$ cat config.mk
export PLATFORM = sky130hd
export DESIGN_NAME = time_seq_ctrl
export DESIGN_NICKNAME = d
export VERILOG_FILES = /design/src/rtl/time_seq_pkg.sv /design/src/rtl/time_seq_ctrl_digit_cnt.sv /design/src/rtl/time_seq_ctrl.sv
export SDC_FILE = /design/constraint.sdc
export NUM_CORES = 1
export LEC_CHECK = 0
export ABC_AREA = 1
export CAP_MARGIN = 20
export CORE_AREA = 10 10 58 60
export CTS_BUF_LIST = sky130_fd_sc_hd__clkbuf_16
export DETAILED_ROUTE_END_ITERATION = 6
export DIE_AREA = 0 0 68 70
export PLACE_DENSITY = 0.79
export SYNTH_ARGS = -nofsm -noshare
export SYNTH_HDL_FRONTEND = slang
export SYNTH_SLANG_ARGS = --single-unit
$ cat constraint.sdc
create_clock -name clk -period 1.78 [get_ports clk]
set_input_delay 0.534 -clock clk [delete_from_list [all_inputs] [get_ports clk]]
set_output_delay 0.534 -clock clk [all_outputs]
set_load 0.1 [all_outputs]
$ cat src/rtl/time_seq_pkg.sv
// Shared constants and state encoding for the mm:ss (optionally hh:mm:ss) time sequencer.
// Optional hour support is enabled by defining TIME_SEQ_CTRL_HOUR_EN.
package time_seq_pkg;

  localparam int unsigned DIG_W     = 4;
  localparam int unsigned LO_MAX    = 9;
  localparam int unsigned HI_MAX    = 5;
  localparam int unsigned HR_MAX    = 23;
  localparam int unsigned LO_MOD    = LO_MAX + 1;
  localparam int unsigned HI_MOD    = HI_MAX + 1;
  localparam int unsigned HR_LO_TOP = HR_MAX % 10;
  localparam int unsigned HR_HI_TOP = HR_MAX / 10;
  localparam int unsigned HR_HI_MOD = HR_HI_TOP + 1;

  typedef enum logic [1:0] {
    ST_RUN      = 2'd0,
    ST_SET_MIN  = 2'd1,
    ST_SET_SEC  = 2'd2
`ifdef TIME_SEQ_CTRL_HOUR_EN
    ,ST_SET_HOUR = 2'd3
`endif
  } state_t;

endpackage

$ cat src/rtl/time_seq_ctrl_digit_cnt.sv
// Single BCD-style digit counter: modulo MOD, sync clear, increment on enable, carry out.
module digit_cnt
  import time_seq_pkg::*;
#(
  parameter int unsigned MOD = 10
) (
  input  logic             clk,
  input  logic             i_rst,
  input  logic             i_clr,
  input  logic             i_en,
  output logic [DIG_W-1:0] o_q,
  output logic             o_co_c
);

  logic [DIG_W-1:0] r_q;

  // Carry fires on the increment that wraps the digit back to zero.
  assign o_co_c = i_en && (r_q == DIG_W'(MOD - 1));
  assign o_q    = r_q;

  // Digit register: reset/clear win over increment.
  always_ff @(posedge clk) begin
    if (i_rst || i_clr) begin
      r_q <= '0;
    end else if (i_en) begin
      r_q <= o_co_c ? '0 : r_q + DIG_W'(1);
    end
  end

endmodule

$ cat src/rtl/time_seq_ctrl.sv
// Clock time sequencer: runs on a 1 Hz tick, fields editable in SET states.
// Define TIME_SEQ_CTRL_HOUR_EN to add hour digits and the SET_HOUR state.
module time_seq_ctrl
  import time_seq_pkg::*;
(
  input  logic             clk,
  input  logic             rst,
  input  logic             tick,
  input  logic             mode_btn,
  input  logic             inc_btn,
  output logic [DIG_W-1:0] sec_lo,
  output logic [DIG_W-1:0] sec_hi,
  output logic [DIG_W-1:0] min_lo,
  output logic [DIG_W-1:0] min_hi,
  output logic [1:0]       mode,
  output logic             blink,
  output logic             hr_co
`ifdef TIME_SEQ_CTRL_HOUR_EN
  ,output logic [DIG_W-1:0] hr_lo
  ,output logic [DIG_W-1:0] hr_hi
`endif
);

  state_t r_state;
  state_t w_state_nxt;
  logic   r_blink;
  logic   r_hr_co;

  logic w_run_tick, w_min_inc, w_sec_inc;
  logic w_sl_en, w_sh_en, w_ml_en, w_mh_en;
  logic w_sl_co, w_sh_co, w_ml_co, w_mh_co;
  logic w_hr_co_c;

  // Field increment sources are qualified by the state held before any transition.
  assign w_run_tick = (r_state == ST_RUN) && tick;
  assign w_min_inc  = (r_state == ST_SET_MIN) && inc_btn;
  assign w_sec_inc  = (r_state == ST_SET_SEC) && inc_btn;

  // Carries only cross field boundaries while running.
  assign w_sl_en = w_run_tick || w_sec_inc;
  assign w_sh_en = w_sl_co;
  assign w_ml_en = (w_run_tick && w_sh_co) || w_min_inc;
  assign w_mh_en = w_ml_co;

  digit_cnt #(.MOD(LO_MOD)) u_sec_lo (.clk(clk), .i_rst(rst), .i_clr(1'b0), .i_en(w_sl_en), .o_q(sec_lo), .o_co_c(w_sl_co));
  digit_cnt #(.MOD(HI_MOD)) u_sec_hi (.clk(clk), .i_rst(rst), .i_clr(1'b0), .i_en(w_sh_en), .o_q(sec_hi), .o_co_c(w_sh_co));
  digit_cnt #(.MOD(LO_MOD)) u_min_lo (.clk(clk), .i_rst(rst), .i_clr(1'b0), .i_en(w_ml_en), .o_q(min_lo), .o_co_c(w_ml_co));
  digit_cnt #(.MOD(HI_MOD)) u_min_hi (.clk(clk), .i_rst(rst), .i_clr(1'b0), .i_en(w_mh_en), .o_q(min_hi), .o_co_c(w_mh_co));

`ifdef TIME_SEQ_CTRL_HOUR_EN
  logic w_hr_inc, w_hl_en, w_hh_en, w_hl_co, w_hh_co, w_hr_top, w_hr_wrap;

  // Hours wrap 23->00 by clearing both digits instead of counting to 29.
  assign w_hr_inc  = (r_state == ST_SET_HOUR) && inc_btn;
  assign w_hl_en   = (w_run_tick && w_mh_co) || w_hr_inc;
  assign w_hh_en   = w_hl_co;
  assign w_hr_top  = (hr_hi == DIG_W'(HR_HI_TOP)) && (hr_lo == DIG_W'(HR_LO_TOP));
  assign w_hr_wrap = (w_hl_en && w_hr_top) || w_hh_co;

  digit_cnt #(.MOD(LO_MOD))    u_hr_lo (.clk(clk), .i_rst(rst), .i_clr(w_hr_wrap), .i_en(w_hl_en), .o_q(hr_lo), .o_co_c(w_hl_co));
  digit_cnt #(.MOD(HR_HI_MOD)) u_hr_hi (.clk(clk), .i_rst(rst), .i_clr(w_hr_wrap), .i_en(w_hh_en), .o_q(hr_hi), .o_co_c(w_hh_co));

  assign w_hr_co_c = w_run_tick && w_mh_co && w_hr_top;
`else
  assign w_hr_co_c = w_run_tick && w_mh_co;
`endif

  // State register.
  always_ff @(posedge clk) begin
    if (rst) begin
      r_state <= ST_RUN;
    end else begin
      r_state <= w_state_nxt;
    end
  end

  // Next-state: one step around the mode ring per mode_btn pulse.
  always_comb begin
    w_state_nxt = r_state;
    if (mode_btn) begin
      case (r_state)
        ST_RUN:      w_state_nxt = ST_SET_MIN;
        ST_SET_MIN:  w_state_nxt = ST_SET_SEC;
`ifdef TIME_SEQ_CTRL_HOUR_EN
        ST_SET_SEC:  w_state_nxt = ST_SET_HOUR;
        ST_SET_HOUR: w_state_nxt = ST_RUN;
`else
        ST_SET_SEC:  w_state_nxt = ST_RUN;
`endif
        default:     w_state_nxt = ST_RUN;
      endcase
    end
  end

  // Registered status outputs, aligned with the state register.
  always_ff @(posedge clk) begin
    if (rst) begin
      r_blink <= 1'b0;
      r_hr_co <= 1'b0;
    end else begin
      r_blink <= (w_state_nxt != ST_RUN);
      r_hr_co <= w_hr_co_c;
    end
  end

  assign mode  = r_state;
  assign blink = r_blink;
  assign hr_co = r_hr_co;

endmodule

-- Word level (Yosys, flattened, before mapping)
Index checks and enable logic that the tools add are counted.
- register bits: 20
- latch bits: 0
- bits in writable memories: 0
- bits in read-only memories: 0
- input port bits: 5
- output and inout bits: 20
- memories kept: 0
- $add $sub $neg: 4
- multiply operators: 0
- div/mod/pow operators: 0
- magnitude comparators: 0
- eq/ne operators: 6
- shifts and indexed selects: 0
- muxes and demuxes: 6
- bitwise gates (word level): 0
- reduce and logical (&&, ||, !) cells: 13
- operators with widths (kind ; count):
    $add A4 B1 Y4 const B ; 4
    $mux W4 ; 4
    $logic_and A1 B1 Y1 ; 9
    $eq A4 B3 Y1 const B ; 2
    $eq A4 B4 Y1 const B ; 2
    $pmux W2 S2 ; 1
    $eq A2 B1 Y1 const B ; 1
    $eq A2 B2 Y1 const B ; 1
    $logic_not A2 Y1 ; 1
    $logic_or A1 B1 Y1 ; 2
    $mux W2 ; 1
    $reduce_bool A2 Y1 ; 1

-- Depth between registers and ports, before layout
- depth in word-level cells: 10
- mapped depth: 10
- depth with buffers taken out: 10

-- Hierarchy
Synthesis repeated with hierarchy kept, for this count alone.
- cell total of the unflattened synthesis: 158
- area, all modules: 1077.3 um^2
- modules (own cells, without submodules) (module ; times used ; cells each ; area each (um^2)):
    digit_cnt at u_min_lo ... ; 2 ; 33 ; 229.0
    digit_cnt at u_min_hi ... ; 2 ; 32 ; 221.5
    time_seq_ctrl ; 1 ; 28 ; 176.4

-- Worst setup path before layout
No wires, ideal clock.
- path kind: register to register
- start point: register u_sec_hi.r_q[0], in the netlist u_sec_hi.o_q[0]
- end point: register u_min_lo.r_q[3], in the netlist u_min_lo.o_q[3]
- data arrival time: 2.040 ns
- required time: 1.661 ns
- path slack: -0.379 ns
- cell stages (with the launch flop): 10
- buffers on the path: 1
- period minus slack after synthesis: 2.159 ns
- path through: dfxtp_1 -> ha_1 -> nand2_1 -> nor2_1 -> nand4_4 -> nand2_4 -> buf_6 -> nand3_1 -> nand3_1 -> nor2_1
- cells in the longest elaborated chain, start to end: 6
- ends and longest elaborated chain (item ; line ; source):
    start, declared ; time_seq_ctrl_digit_cnt.sv:15 ; logic [DIG_W-1:0] r_q;
    start signal, assigned ; time_seq_ctrl_digit_cnt.sv:26 ; r_q <= o_co_c ? '0 : r_q + DIG_W'(1);
    $eq A4 B3 Y1 * ; time_seq_ctrl_digit_cnt.sv:18 ; assign o_co_c = i_en && (r_q == DIG_W'(MOD - 1));
    $logic_and A1 B1 Y1 * ; time_seq_ctrl_digit_cnt.sv:18 ;
    $logic_and A1 B1 Y1 * ; time_seq_ctrl.sv:42 ; assign w_ml_en = (w_run_tick && w_sh_co) || w_min_inc;
    $logic_or A1 B1 Y1 * ; time_seq_ctrl.sv:42 ;
    $logic_and A1 B1 Y1 ; time_seq_ctrl_digit_cnt.sv:18 ;
    $mux W4 ; time_seq_ctrl_digit_cnt.sv:26 ;
    end signal, assigned ; time_seq_ctrl_digit_cnt.sv:26 ;
    end, declared ; time_seq_ctrl_digit_cnt.sv:15 ;
Every way passes the cells marked *; elsewhere a longest branch is shown, timed or not.
A chain may end at the register's enable or synchronous reset.

-- Final worst setup path
- start point: input inc_btn
- end point: register u_min_hi.r_q[1], in the netlist u_min_hi.o_q[1]
- cells in the longest elaborated chain, start to end: 9
- elaborated cells between the ends (all ways): 10
- classes of those cells: mux: 1; reduce/logical: 9
- ends and longest elaborated chain (item ; line ; source):
    start, declared ; time_seq_ctrl.sv:10 ; input logic inc_btn,
    $logic_and A1 B1 Y1 ; time_seq_ctrl.sv:37 ; assign w_sec_inc = (r_state == ST_SET_SEC) && inc_btn;
    $logic_or A1 B1 Y1 ; time_seq_ctrl.sv:40 ; assign w_sl_en = w_run_tick || w_sec_inc;
    $logic_and A1 B1 Y1 (2 in series) ; time_seq_ctrl_digit_cnt.sv:18 ;
    $logic_and A1 B1 Y1 ; time_seq_ctrl.sv:42 ;
    $logic_or A1 B1 Y1 * ; time_seq_ctrl.sv:42 ;
    $logic_and A1 B1 Y1 * ; time_seq_ctrl_digit_cnt.sv:18 ;
    $logic_and A1 B1 Y1 ; time_seq_ctrl_digit_cnt.sv:18 ;
    $mux W4 ; time_seq_ctrl_digit_cnt.sv:26 ;
    end signal, assigned ; time_seq_ctrl_digit_cnt.sv:26 ;
    end, declared ; time_seq_ctrl_digit_cnt.sv:15 ;
Marked as above.

==> results.md <==
- Outcome: complete, no violations
- Register clock-pin slew on the reported worst setup and hold paths: 0.05 ns
- R2r endpoint: u_min_hi.o_q[1]
- Worst Path Buf+Inv: 1
- Critical path's slowest cell: clkdlybuf4s50_1
- Residual DRC count: 0
- Max Fanout on Critical Path: 13
- Inserted Diodes: 0
- Num CTS Buffers: 3
- Post-synth top cells: 21 x inv_1, 20 x dfxtp_1, 18 x nand2_1, 13 x nand3_1, 13 x nor2_1
- Detailed Place HPWL: 1957 microns
- Port Buffers: 24
- Post-route minimum period: 1.655 ns
- Critical Path End Type: register
- Die height: 70 microns
- Most frequent cell after synthesis: inv_1
- Root buf cell: clkbuf_16
- Critical Path RT: 1.92 ns
- Initial DRC Count: 55
- Area delta synth->final: 57.04%
- Syn. warnings: 0
- CP top delay family: simple AND/OR/NAND/NOR gates
- PD cells: 715.8 nW/um^2
- Sink Count: 20
- Placed insts: 192
- Reg2reg path depth: 9
- Worst Tran Pin Value: 0.2861 ns
- Antenna-violating nets left: 0
- Total GRT Usage: 11.48%
- CP Launch Type: input pin
- GP Congestion: 0.8649
- Die W: 68 microns
- Endpoints failing setup: 0
- Number of synthesized flops with an enable pin: 0
- Global-route wire length before repair: 4450 microns
- Die ar.: 4760 sq um
- Syn Nets: 151
- Async SR Flop Fraction: 0%
- Worst reg2reg setup slack: 0.27 ns
- CP Launch Point: inc_btn
- Final Util: 70.89%
- Final number of hold-violating endpoints: 0
- Register bit total from synthesis: 20
- Initial Util: 45.14%
- CTS tree: yes
- Synth Flop Type: dfxtp_1
- Layout cell share with drive strength beyond 1: 29.59%
- Initial antenna violation count: 0
- Clk_skew: 0.003453 ns
- DR vias/cell: 5.010
- Core Area: 2342 sq um
- Register area share after synthesis: 37.87%
- Final-report max-slew violation count: 0
- Critical path cell sequence: clkdlybuf4s50_1 > nand3_2 > nand2_4 > nand4_4 > nand2_8 > nand3_1 > nand2_1 > nor2_1
- Syn avg cell area: 7.661 sq um
- Post-synth top area cell: dfxtp_1
- DR pass1 iterations: 4
- Final std cells w/o fill: 199
- Largest net degree at the start of global routing: 14
- Synth top area cells: dfxtp_1 38%, ha_1 9.5%, inv_1 7.5%, nand2_1 6.4%, nand3_1 6.2%
- Cells after synthesis: 138
- Clk_lat worst skew: 0.25 ns
- Pwr Total: 1.188 mW
- Fmax: 604.1 MHz
- Post-Route WL: 2652 microns
- Synth top area share: 37.87%
- Hold WC Path Type: reg -> reg
- Vias: 997
- Max-cap viol count: 0
- Reg2Reg Launch Point: u_sec_lo.o_q[1]
- Row count: 18
- CTS HTree Levels: 1
- Post-Syn Area: 1057 sq um
- Worst hold slack: 0.5214 ns
- Clock Path Buffers: 2
- Period utilisation layout: 93.00%
- Stages on the worst setup path: 8
- Vias in the first global route: 992
- Crit path capture: u_min_hi.o_q[1]
- Nets: 183
- Library cells used by synthesis: 25
- P_leak: 0.6960 nW
- Maximum VDD drop: 0.6036 mV
- Worst path max stage delay: 0.50 ns
- Rel. slew slack: 80.90%
- Critical path type: in -> reg
- Grt total ovfl: 0
- WP data arrival: 1.80 ns
- DR WL/cell: 13.33 microns
- I/O pin count: 25
[layout by cell type (no fill, tap or decap), types with 2 or more instances in the layout]
master and count:
a21oi_1 12, nor2_1 13, a211oi_1 2, inv_1 22, o21ai_0 2, buf_12 20, inv_2 2, xor2_1 3
nor3_1 5, ha_1 8, clkdlybuf4s50_1 4, nor2_2 2, nand3_1 13, buf_4 5, dfxtp_2 9, nand2_1 18
nand2_2 3, dfxtp_1 10, clkbuf_16 3, nand4_1 3
[worst min path at each step]
| stage | from | to | slack (ns) | cells after the start |
|---|---|---|---|---|
| final | u_min_lo.o_q[0] | u_min_lo.o_q[0] | 0.52 | 2 |
| after global routing | u_min_lo.o_q[0] | u_min_lo.o_q[0] | 0.57 | 2 |
| after CTS | u_min_lo.o_q[0] | u_min_lo.o_q[0] | 0.52 | 2 |
| after detailed placement | u_min_lo.o_q[0] | u_min_lo.o_q[0] | 0.51 | 2 |
| after global placement | u_min_lo.o_q[0] | u_min_lo.o_q[0] | 0.51 | 2 |
| after floorplan | u_sec_hi.o_q[0] | u_sec_hi.o_q[0] | 0.63 | 2 |
[sequential cells by signal, indices dropped and copies added (netlist names)]
register      cells
u_sec_lo.o_q      4
blink             1
u_min_hi.o_q      4
u_min_lo.o_q      4
hr_co             1
mode              2
u_sec_hi.o_q      4
[where the power goes]
part	switching (mW)	internal, mW
Sequential	0.0213	0.463
Clock	0.152	0.298
Combinational	0.161	0.0928
[kinds of logic (layout without fill, tap and decap cells)]
kind of cell               count (synthesis)  count (layout)  synth area share, %
AOI/OAI and AO/OA                         18              18                9.349
adders and majority gates                  8               8                9.468
and+or+nand+nor                           64              64                31.24
xor gates and xnor gates                   3               3                2.486
DFF                                       20              20                37.87
buffers and inverters                     25              56                9.586
[what timing repair did]
item | CTS | global route
hold buffers | 0 | 0
endpoints found under the setup margin | 0 | 3
hold endpoints to repair | 0 | 0
buffers inserted | 0 | 3
resized for setup | 0 | 1
[metrics by stage]
stage	area (sq um)	worst slack, ns	TNS (ns)
2_1_floorplan	1072	0.01320	0
3_3_place_gp	1550	-0.08710	-0.7570
3_5_place_dp	1550	-0.1320	-1.173
4_1_cts	1629	0.09423	0
5_1_grt	1660	-0.0007678	-0.0007678
6_report	1660	0.1245	0
[per-layer routing]
metal  up-vias  share of wire (%)  global-route usage, %
met1       463                 37                  12.24
li1        508                  -                      -
met5         -                  0                      0
met4         0                1.3                  5.369
met2        22                 54                  19.67
met3         4                7.2                  3.349
[area by class of cell]
type | count | area [sq um]
clock buffers | 3 | 75.07
clock inverters | 1 | 3.754
fillers | 173 | 681.9
inverters | 23 | 86.33
multi-input cells | 93 | 564.3
flip-flops and latches | 20 | 415.4
well taps | 30 | 37.54
repair buffers | 29 | 478.0
[worst register-to-register path, stage by stage, from the launching register on]
cell,delay (ns)
dfxtp_2,0.34
inv_1,0.09
ha_1,0.16
inv_1,0.05
nor2_2,0.19
nand4_4,0.16
nand2_8,0.13
nand3_1,0.11
nand2_1,0.12
nor2_1,0.06
Power figures use the tool's default switching activity.
